## src/rtl/rf_pkg.sv

```systemverilog
// Shared register-file definitions, also used by rf_decode.
package rf_pkg;

    localparam int unsigned XLEN      = 32;
    localparam int unsigned NREGS     = 32;
    localparam int unsigned REG_IDX_W = 5;

    typedef logic [REG_IDX_W-1:0] reg_idx_t;
    typedef logic [XLEN-1:0]      xword_t;

    // One-hot write-enable vector for a single destination register.
    function automatic logic [NREGS-1:0] onehot_dec(input reg_idx_t idx);
        logic [NREGS-1:0] v;
        v      = '0;
        v[idx] = 1'b1;
        return v;
    endfunction

endpackage

```

## src/rtl/rf_read_stage_if.sv

```systemverilog
// Write-side and read-side bus of the register-file read stage.
interface rf_read_stage_if #(
    parameter int unsigned XLEN  = rf_pkg::XLEN,
    parameter int unsigned NREGS = rf_pkg::NREGS
) ();

    logic [NREGS-1:0]         write_dec;
    logic [XLEN-1:0]          write_data;
    logic [$clog2(NREGS)-1:0] rs1;
    logic [$clog2(NREGS)-1:0] rs2;
    logic                     read_en;
    logic [XLEN-1:0]          rs1_data;
    logic [XLEN-1:0]          rs2_data;
    logic                     rd_valid;

    modport master (
        output write_dec, write_data, rs1, rs2, read_en,
        input  rs1_data, rs2_data, rd_valid
    );

    modport slave (
        input  write_dec, write_data, rs1, rs2, read_en,
        output rs1_data, rs2_data, rd_valid
    );

endinterface

```

## src/rtl/rf_read_mux.sv

```systemverilog
// Combinational NREGS:1 read select with x0 forced to zero.
// Write-to-read forwarding is compiled in when RF_BYPASS_EN is defined.
module rf_read_mux
    import rf_pkg::*;
#(
    parameter int unsigned XLEN  = rf_pkg::XLEN,
    parameter int unsigned NREGS = rf_pkg::NREGS
) (
    input  logic [NREGS-1:0][XLEN-1:0] rf_view,
    input  logic [$clog2(NREGS)-1:0]   rd_addr,
    input  logic [NREGS-1:0]           write_dec,
    input  logic [XLEN-1:0]            write_data,
    output logic [XLEN-1:0]            rd_data
);

`ifdef RF_BYPASS_EN
    always_comb begin
        rd_data = rf_view[rd_addr];
        if (write_dec[rd_addr]) begin
            rd_data = write_data;
        end
        if (rd_addr == '0) begin
            rd_data = '0;
        end
    end
`else
    // Write side is only consumed by the forwarding path.
    logic unused_write_side;
    assign unused_write_side = ^{write_dec, write_data};

    always_comb begin
        rd_data = rf_view[rd_addr];
        if (rd_addr == '0) begin
            rd_data = '0;
        end
    end
`endif

endmodule

```

## src/rtl/rf_read_stage.sv

```systemverilog
// Register-file storage (x1..x31) with two registered read ports.
// Optional same-edge write-to-read forwarding: define RF_BYPASS_EN.
module rf_read_stage
    import rf_pkg::*;
#(
    parameter int unsigned XLEN  = rf_pkg::XLEN,
    parameter int unsigned NREGS = rf_pkg::NREGS
) (
    input  logic                clk,
    input  logic                rst,
    rf_read_stage_if.slave      bus
);

    logic [NREGS-1:1][XLEN-1:0] regs;
    logic [NREGS-1:0][XLEN-1:0] rf_view;
    logic [XLEN-1:0]            rs1_next;
    logic [XLEN-1:0]            rs2_next;

    always_ff @(posedge clk) begin
        if (rst) begin
            regs <= '0;
        end else begin
            for (int unsigned i = 1; i < NREGS; i++) begin
                if (bus.write_dec[i]) begin
                    regs[i] <= bus.write_data;
                end
            end
        end
    end

    // x0 has no storage; a zero slot keeps the mux a plain full-range select.
    always_comb begin
        rf_view          = '0;
        rf_view[NREGS-1:1] = regs;
    end

    rf_read_mux #(
        .XLEN  (XLEN),
        .NREGS (NREGS)
    ) u_mux_rs1 (
        .rf_view    (rf_view),
        .rd_addr    (bus.rs1),
        .write_dec  (bus.write_dec),
        .write_data (bus.write_data),
        .rd_data    (rs1_next)
    );

    rf_read_mux #(
        .XLEN  (XLEN),
        .NREGS (NREGS)
    ) u_mux_rs2 (
        .rf_view    (rf_view),
        .rd_addr    (bus.rs2),
        .write_dec  (bus.write_dec),
        .write_data (bus.write_data),
        .rd_data    (rs2_next)
    );

    always_ff @(posedge clk) begin
        if (rst) begin
            bus.rs1_data <= '0;
            bus.rs2_data <= '0;
            bus.rd_valid <= 1'b0;
        end else begin
            bus.rd_valid <= bus.read_en;
            if (bus.read_en) begin
                bus.rs1_data <= rs1_next;
                bus.rs2_data <= rs2_next;
            end
        end
    end

endmodule

```

## src/flat_wrapper.sv

```systemverilog
// flat-port wrapper written by rule: the top's interface ports become plain ports
module rf_read_stage_flat import rf_pkg::*;
#(
    parameter int unsigned XLEN  = rf_pkg::XLEN,
    parameter int unsigned NREGS = rf_pkg::NREGS
)
  (clk, rst, bus_write_dec, bus_write_data, bus_rs1, bus_rs2, bus_read_en, bus_rs1_data, bus_rs2_data, bus_rd_valid);
  rf_read_stage_if #(.XLEN(XLEN), .NREGS(NREGS)) bus_i ();
  input  logic clk;
  input  logic rst;
  input wire logic [$bits(bus_i.write_dec)-1:0] bus_write_dec;
  input wire logic [$bits(bus_i.write_data)-1:0] bus_write_data;
  input wire logic [$bits(bus_i.rs1)-1:0] bus_rs1;
  input wire logic [$bits(bus_i.rs2)-1:0] bus_rs2;
  input wire logic [$bits(bus_i.read_en)-1:0] bus_read_en;
  output wire logic [$bits(bus_i.rs1_data)-1:0] bus_rs1_data;
  output wire logic [$bits(bus_i.rs2_data)-1:0] bus_rs2_data;
  output wire logic [$bits(bus_i.rd_valid)-1:0] bus_rd_valid;
  assign bus_i.write_dec = bus_write_dec;
  assign bus_i.write_data = bus_write_data;
  assign bus_i.rs1 = bus_rs1;
  assign bus_i.rs2 = bus_rs2;
  assign bus_i.read_en = bus_read_en;
  assign bus_rs1_data = bus_i.rs1_data;
  assign bus_rs2_data = bus_i.rs2_data;
  assign bus_rd_valid = bus_i.rd_valid;
  rf_read_stage #(.XLEN(XLEN), .NREGS(NREGS)) u_core (.clk(clk), .rst(rst), .bus(bus_i));
endmodule
```

## config.mk

```make
export PLATFORM = sky130hd
export DESIGN_NAME = rf_read_stage_flat
export DESIGN_NICKNAME = d
export VERILOG_FILES = /design/src/rtl/rf_pkg.sv /design/src/rtl/rf_read_stage_if.sv /design/src/rtl/rf_read_mux.sv /design/src/rtl/rf_read_stage.sv /design/src/flat_wrapper.sv
export SDC_FILE = /design/constraint.sdc
export NUM_CORES = 2
export LEC_CHECK = 0
export ABC_AREA = 1
export BUFFER_PORTS_ARGS = -buffer_cell sky130_fd_sc_hd__clkbuf_2
export CAP_MARGIN = 20
export CORE_ASPECT_RATIO = 0.75
export CORE_MARGIN = 2
export CORE_UTILIZATION = 35
export DETAILED_ROUTE_END_ITERATION = 12
export HOLD_SLACK_MARGIN = 0.02
export PLACE_DENSITY_LB_ADDON = 0.08
export SLEW_MARGIN = 10
export SYNTH_ARGS = -nofsm -noshare
export SYNTH_HDL_FRONTEND = slang
export SYNTH_SLANG_ARGS = --single-unit
```

## constraint.sdc

```tcl
create_clock -name clk -period 1.4 [get_ports clk]
set_input_delay 0.14 -clock clk [delete_from_list [all_inputs] [get_ports clk]]
set_output_delay 0.14 -clock clk [all_outputs]
set_load 0.01 [all_outputs]
```

# Yosys cells after proc, flatten, opt, wreduce, memory -nomap -nowiden
# Cells that the tools add are included.
# word_totals
regBits	1057
mem_bits_ro	0
elab_cells	44
ram_bits	0
output_inout_bits	65
input_bits	77
latchBits	0
mem_count	0
# op_classes
magnitude_cmp	2
n_shift	0
n_addsub	0
multipliers	0
eq_ne	0
div_mod_pow	0
bitwise	0
mux	6
n_reduce_logical	2
# op_table
op	n
$bmux W32 S5	2
$mux W32	4
$lt A5 B6 Y1 const B	2
$logic_not A5 Y1	2

# Logic depth before layout (Yosys ltp)
# logic_depth
ltp_word	3
mapped_depth	12
depth_no_buf	9

# By module
# From an unflattened synthesis, not the netlist that was laid out.
# unflattened
hier_cells	10753
area_unflattened_um2	61367.6
# modules_own_cells
mod	instances	seq_area_each_um2	cells_per_inst	area_per_inst_um2
rf_read_stage	1	21160.3	5825	39892.0
rf_read_mux	2	0.0	2464	10737.8

# Worst setup path after synthesis
# OpenSTA, ideal clock, no wires.
# synth_timing
kind	input to register
from	input port bus_rs2[1]
to	register u_core.bus.rs2_data[11]
t_required_ns	1.268
stages	8
setup_slack_ns	0.037
t_arrival_ns	1.231
n_path_buf	2
setup_time_ns	0.132
path_cell_list	buf_4 -> nor2_2 -> nand4_1 -> nand2_1 -> inv_1 -> clkbuf_1 -> nand3_1 -> a21oi_1
# synth_between
elab_chain_cells	3
elab_cells_between_ends	4
classes_between	3 x mux; 1 x reduce/logical
# synth_rtl
item	line_no	source
from (decl)	flat_wrapper.sv:14	input wire logic [$bits(bus_i.rs2)-1:0] bus_rs2;
$bmux W32 S5	rf_read_mux.sv:32	rd_data = rf_view[rd_addr];
$mux W32 (implied by the code)	rf_read_mux.sv:32	
$mux W32 (*)	rf_read_mux.sv:33	if (rd_addr == '0) begin
to (signal assigned)	rf_read_stage.sv:68	bus.rs2_data <= rs2_next;
to (decl)	rf_read_stage_if.sv:23	output rs1_data, rs2_data, rd_valid
# Every way passes the cells marked *; elsewhere a longest branch is shown, timed or not. The select of a mux whose other input is x is not followed.
# A chain may end at the register's enable or synchronous reset.

# Final worst setup path
# layout_timing
from	register u_core.bus.rs1_data[31]
to	output port bus_rs1_data[31]
# layout_rtl
item	line_no	source
from (decl)	rf_read_stage_if.sv:23	
from (signal assigned)	rf_read_stage.sv:67	bus.rs1_data <= rs1_next;
to (decl)	flat_wrapper.sv:16	output wire logic [$bits(bus_i.rs1_data)-1:0] bus_rs1_data;
# No word-level cell between the ends.

==> results_dict.tcl <==
set metrics [dict create \
    synth_cell_types 20 \
    critPathTopFamily "flip-flops" \
    fp-row-count 128 \
    cts_root_buf "clkbuf_16" \
    p_leak_nw 31.4 \
    syn_nets 9225 \
    netlist_area_sq_um 57600 \
    crit_slowest_cell "dfxtp_4" \
    reg2reg_to "u_core.regs[375]$_SDFFE_PP0P_" \
    clkSlewWorstSetupHoldPaths_ns 0.06 \
    final_cells 11500 \
    synth.ff_latch_count 1057 \
    hold_path_class "primary input to flip-flop" \
    dp_cells 11200 \
    synthCells 9148 \
    path_cells "buf_6" \
    fmax_mhz 690 \
    post_drt_wl_per_cell_um 23.4 \
    via_count 62600 \
    arrival_ns 1.31 \
    cp_max_fo 2 \
    worstSetupEndpointType "output port" \
    p_switching_mw 26.2 \
    internal_power_mw 58.3 \
    antenna_found_initial 6 \
    drt-total-wl_um 270000 \
    final_nets 9358 \
    relSlewSlack 0.665 \
    dieWidth_um 473 \
    drv_cap 0 \
    p_seq_frac 0.392 \
    critPathBufInv 1 \
    gp_congestion 0.873 \
    worst_pin_slew_ns 0.503 \
    worst_ep_required_time_ns 1.26 \
    critPathKind "flip-flop to output port" \
    ys_warn_count 0 \
    cpPeakStageDelay_ns 0.42 \
    h-tree-depth 3 \
    cp.depth 1 \
    p_clk_frac 0.404 \
    cts_buffer_depth 3 \
    drt-initial-drc-count 6840 \
    cp-endpoint "bus_rs1_data[31]" \
    fp.dieH_um 355 \
    grt-ovfl-total 0 \
    hpwlAfterDp_um 173000 \
    viasPerCell 5.43 \
    cts_sinks 1057 \
    grt_usage 0.312 \
    clock_latency_ns 0.79 \
    peakVddDrop_uv 1000 \
    coreArea_sq_um 163000 \
    grt_max_degree 82 \
    worstSetupStartpointType "flip-flop" \
    layout_min_cycle_time_ns 1.45 \
    reg2reg_slack_ns 0.06 \
    cts_tree "built" \
    grt_pass1_wl_um 396000 \
    initial_utilization 0.354 \
    ios 142 \
    totalNegativeSetupSlack_ns -0.477 \
    skew_ns 0.0246 \
    r2r-start "u_core.regs[375]$_SDFFE_PP0P_" \
    detail-route-antenna-nets 0 \
    fin_crit_sh 1.03 \
    slew_viol_final 0 \
    numPortBuffers 140 \
    r2r_cells 4 \
    die-area_sq_um 168000 \
    crit_start "u_core.bus.rs1_data[31]$_SDFFE_PP0P_" \
    grt_pass1_vias 57500 \
    power_density_nw_per_um2 1180 \
    area_growth_pct 24.5 \
    outcome "finished with violations" \
    numCtsBuffers 119 \
    violations "negative setup slack" \
    finalHoldViolCount 0 \
    drive_above_1_share 0.116 \
    p_sw_frac 0.310 \
    worst_slack_ns -0.0487 \
    yosysSeqAreaShare 0.367 \
    setup_violations 29 \
    firstDrtPassIters 6 \
    rsz0062_at_grt "true" \
    drc 0 \
    avgSynthCellArea_sq_um 6.30 \
    comb_power_share 0.203 \
]
==> stage by stage <==
step | total power, mW | hold slack, ns | util | cell area [sq um] | setup WS [ns]
5_1_grt | 87.9 | 0.0779 | 0.440 | 71700 | -0.0944
3_5_place_dp | 50.2 | 0.459 | 0.404 | 65900 | -0.333
4_1_cts | 84.7 | 0.0529 | 0.438 | 71400 | -0.139
2_1_floorplan | 42.9 | 0.316 | - | 57600 | 0.0372
6_report | 84.6 | 0.119 | 0.440 | 71700 | -0.0487
3_3_place_gp | 50.1 | 0.452 | 0.404 | 65900 | -0.338
==> cells in the mapped netlist, drive strengths merged <==
cell type,number,area (sq um)
buf,311,1580
nand3,1482,7420
inv,875,3290
a21oi,286,1430
dfxtp,1057,21200
o21ai,2,10.0
clkinv,1,3.75
nand2,2654,9960
a211oi,832,6250
o211ai,93,698
clkbuf,529,1990
nand4,2,12.5
nor2,1024,3850
==> logic make-up (layout without fill, tap and decap cells) <==
logic type / count (synthesis) / after routing / synth area share
AOI/OAI and AO/OA: 1213 / 1213 / 0.145
DFF: 1057 / 1057 / 0.367
other: 0 / 2 / 0
buffers and inverters: 1716 / 1950 / 0.119
and+or+nand+nor: 5162 / 5162 / 0.369
==> power groups by stage <==
stage / Sequential, mW / Clock [mW] / Combinational [mW]
CTS: 33.1 / 34.7 / 16.9
global route: 33.3 / 35.9 / 18.7
global placement: 33.7 / 0 / 16.4
floorplan: 33.5 / 0 / 9.39
detailed placement: 33.7 / 0 / 16.5
finish: 33.2 / 34.2 / 17.2
==> metal layers <==
| layer | global-route usage | part of all wire | routed length (um) | vias up |
|---|---|---|---|---|
| met5 | 0 | 0.00010 | 27 | - |
| met4 | 0.0958 | 0.032 | 8720 | 4 |
| met3 | 0.0397 | 0.070 | 18900 | 453 |
| met2 | 0.488 | 0.44 | 118000 | 2583 |
| met1 | 0.444 | 0.46 | 124000 | 29500 |
| li1 | - | - | - | 30100 |
==> final cells by class <==
type / instances / area [sq um]
diodes: 2 / 5.00
repair buffers: 852 / 10500
well taps: 2145 / 2680
flip-flops and latches: 1057 / 21300
multi-input cells: 6375 / 29600
inverters: 876 / 3370
clock inverters: 50 / 608
fillers: 16800 / 91300
clock buffers: 172 / 3560
==> tightest hold or removal path, cell delays in order <==
cell and delay [ns]:
buf_4 0.19, buf_12 0.20, nand3_1 0.11, nand3_1 0.06, nand3_1 0.08, a21oi_1 0.06
==> worst min path at each step <==
| stage | start | endpoint | slack, ns | cells after the start |
|---|---|---|---|---|
| 6_report | bus_rs1[3] | u_core.bus.rs1_data[2]$_SDFFE_PP0P_ | 0.12 | 6 |
| 5_1_grt | bus_rs1[3] | u_core.bus.rs1_data[2]$_SDFFE_PP0P_ | 0.08 | 6 |
| 4_1_cts | bus_rs1[3] | u_core.bus.rs1_data[2]$_SDFFE_PP0P_ | 0.05 | 6 |
| 3_5_place_dp | u_core.bus.rs2_data[24]$_SDFFE_PP0P_ | u_core.bus.rs2_data[24]$_SDFFE_PP0P_ | 0.46 | 2 |
| 3_3_place_gp | u_core.bus.rs2_data[24]$_SDFFE_PP0P_ | u_core.bus.rs2_data[24]$_SDFFE_PP0P_ | 0.45 | 2 |
| 2_1_floorplan | bus_write_data[0] | u_core.regs[32]$_SDFFE_PP0P_ | 0.32 | 2 |
==> sequential cells by signal, summed over array words and instances, names as in the netlist <==
name	flops
u_core.bus.rs2_data	32
u_core.regs	992
u_core.bus.rd_valid	1
u_core.bus.rs1_data	32
==> repair_timing <==
item / in CTS / in global routing
buffers inserted: 4 / 2
setup endpoints to repair: 64 / 69
resized for setup: 133 / 113
hold endpoints to repair: 1012 / 0
hold buffers: 85 / 0
==> placed cells by master, fill, tap and decap left out, types with 2 or more instances in the layout <==
| master | instances |
|---|---|
| dlygate4sd3_1 | 83 |
| a21oi_1 | 286 |
| diode_2 | 2 |
| buf_6 | 38 |
| clkinv_8 | 2 |
| nand3_1 | 1482 |
| dfxtp_4 | 38 |
| clkbuf_1 | 18 |
| nor2_4 | 2 |
| buf_2 | 3 |
| nand2_1 | 2653 |
| dfxtp_2 | 26 |
| clkbuf_16 | 122 |
| inv_1 | 832 |
| buf_8 | 34 |
| inv_8 | 4 |
| inv_6 | 2 |
| bufinv_16 | 13 |
| buf_12 | 296 |
| clkinvlp_4 | 4 |
| a211oi_1 | 832 |
| inv_2 | 12 |
| clkinv_2 | 54 |
| buf_4 | 334 |
| nor2_1 | 1022 |
| dfxtp_1 | 993 |
| inv_4 | 2 |
| clkbuf_2 | 64 |
| o211ai_1 | 93 |
| nand4_1 | 2 |
| clkbuf_8 | 32 |
Power figures use the tool's default switching activity.
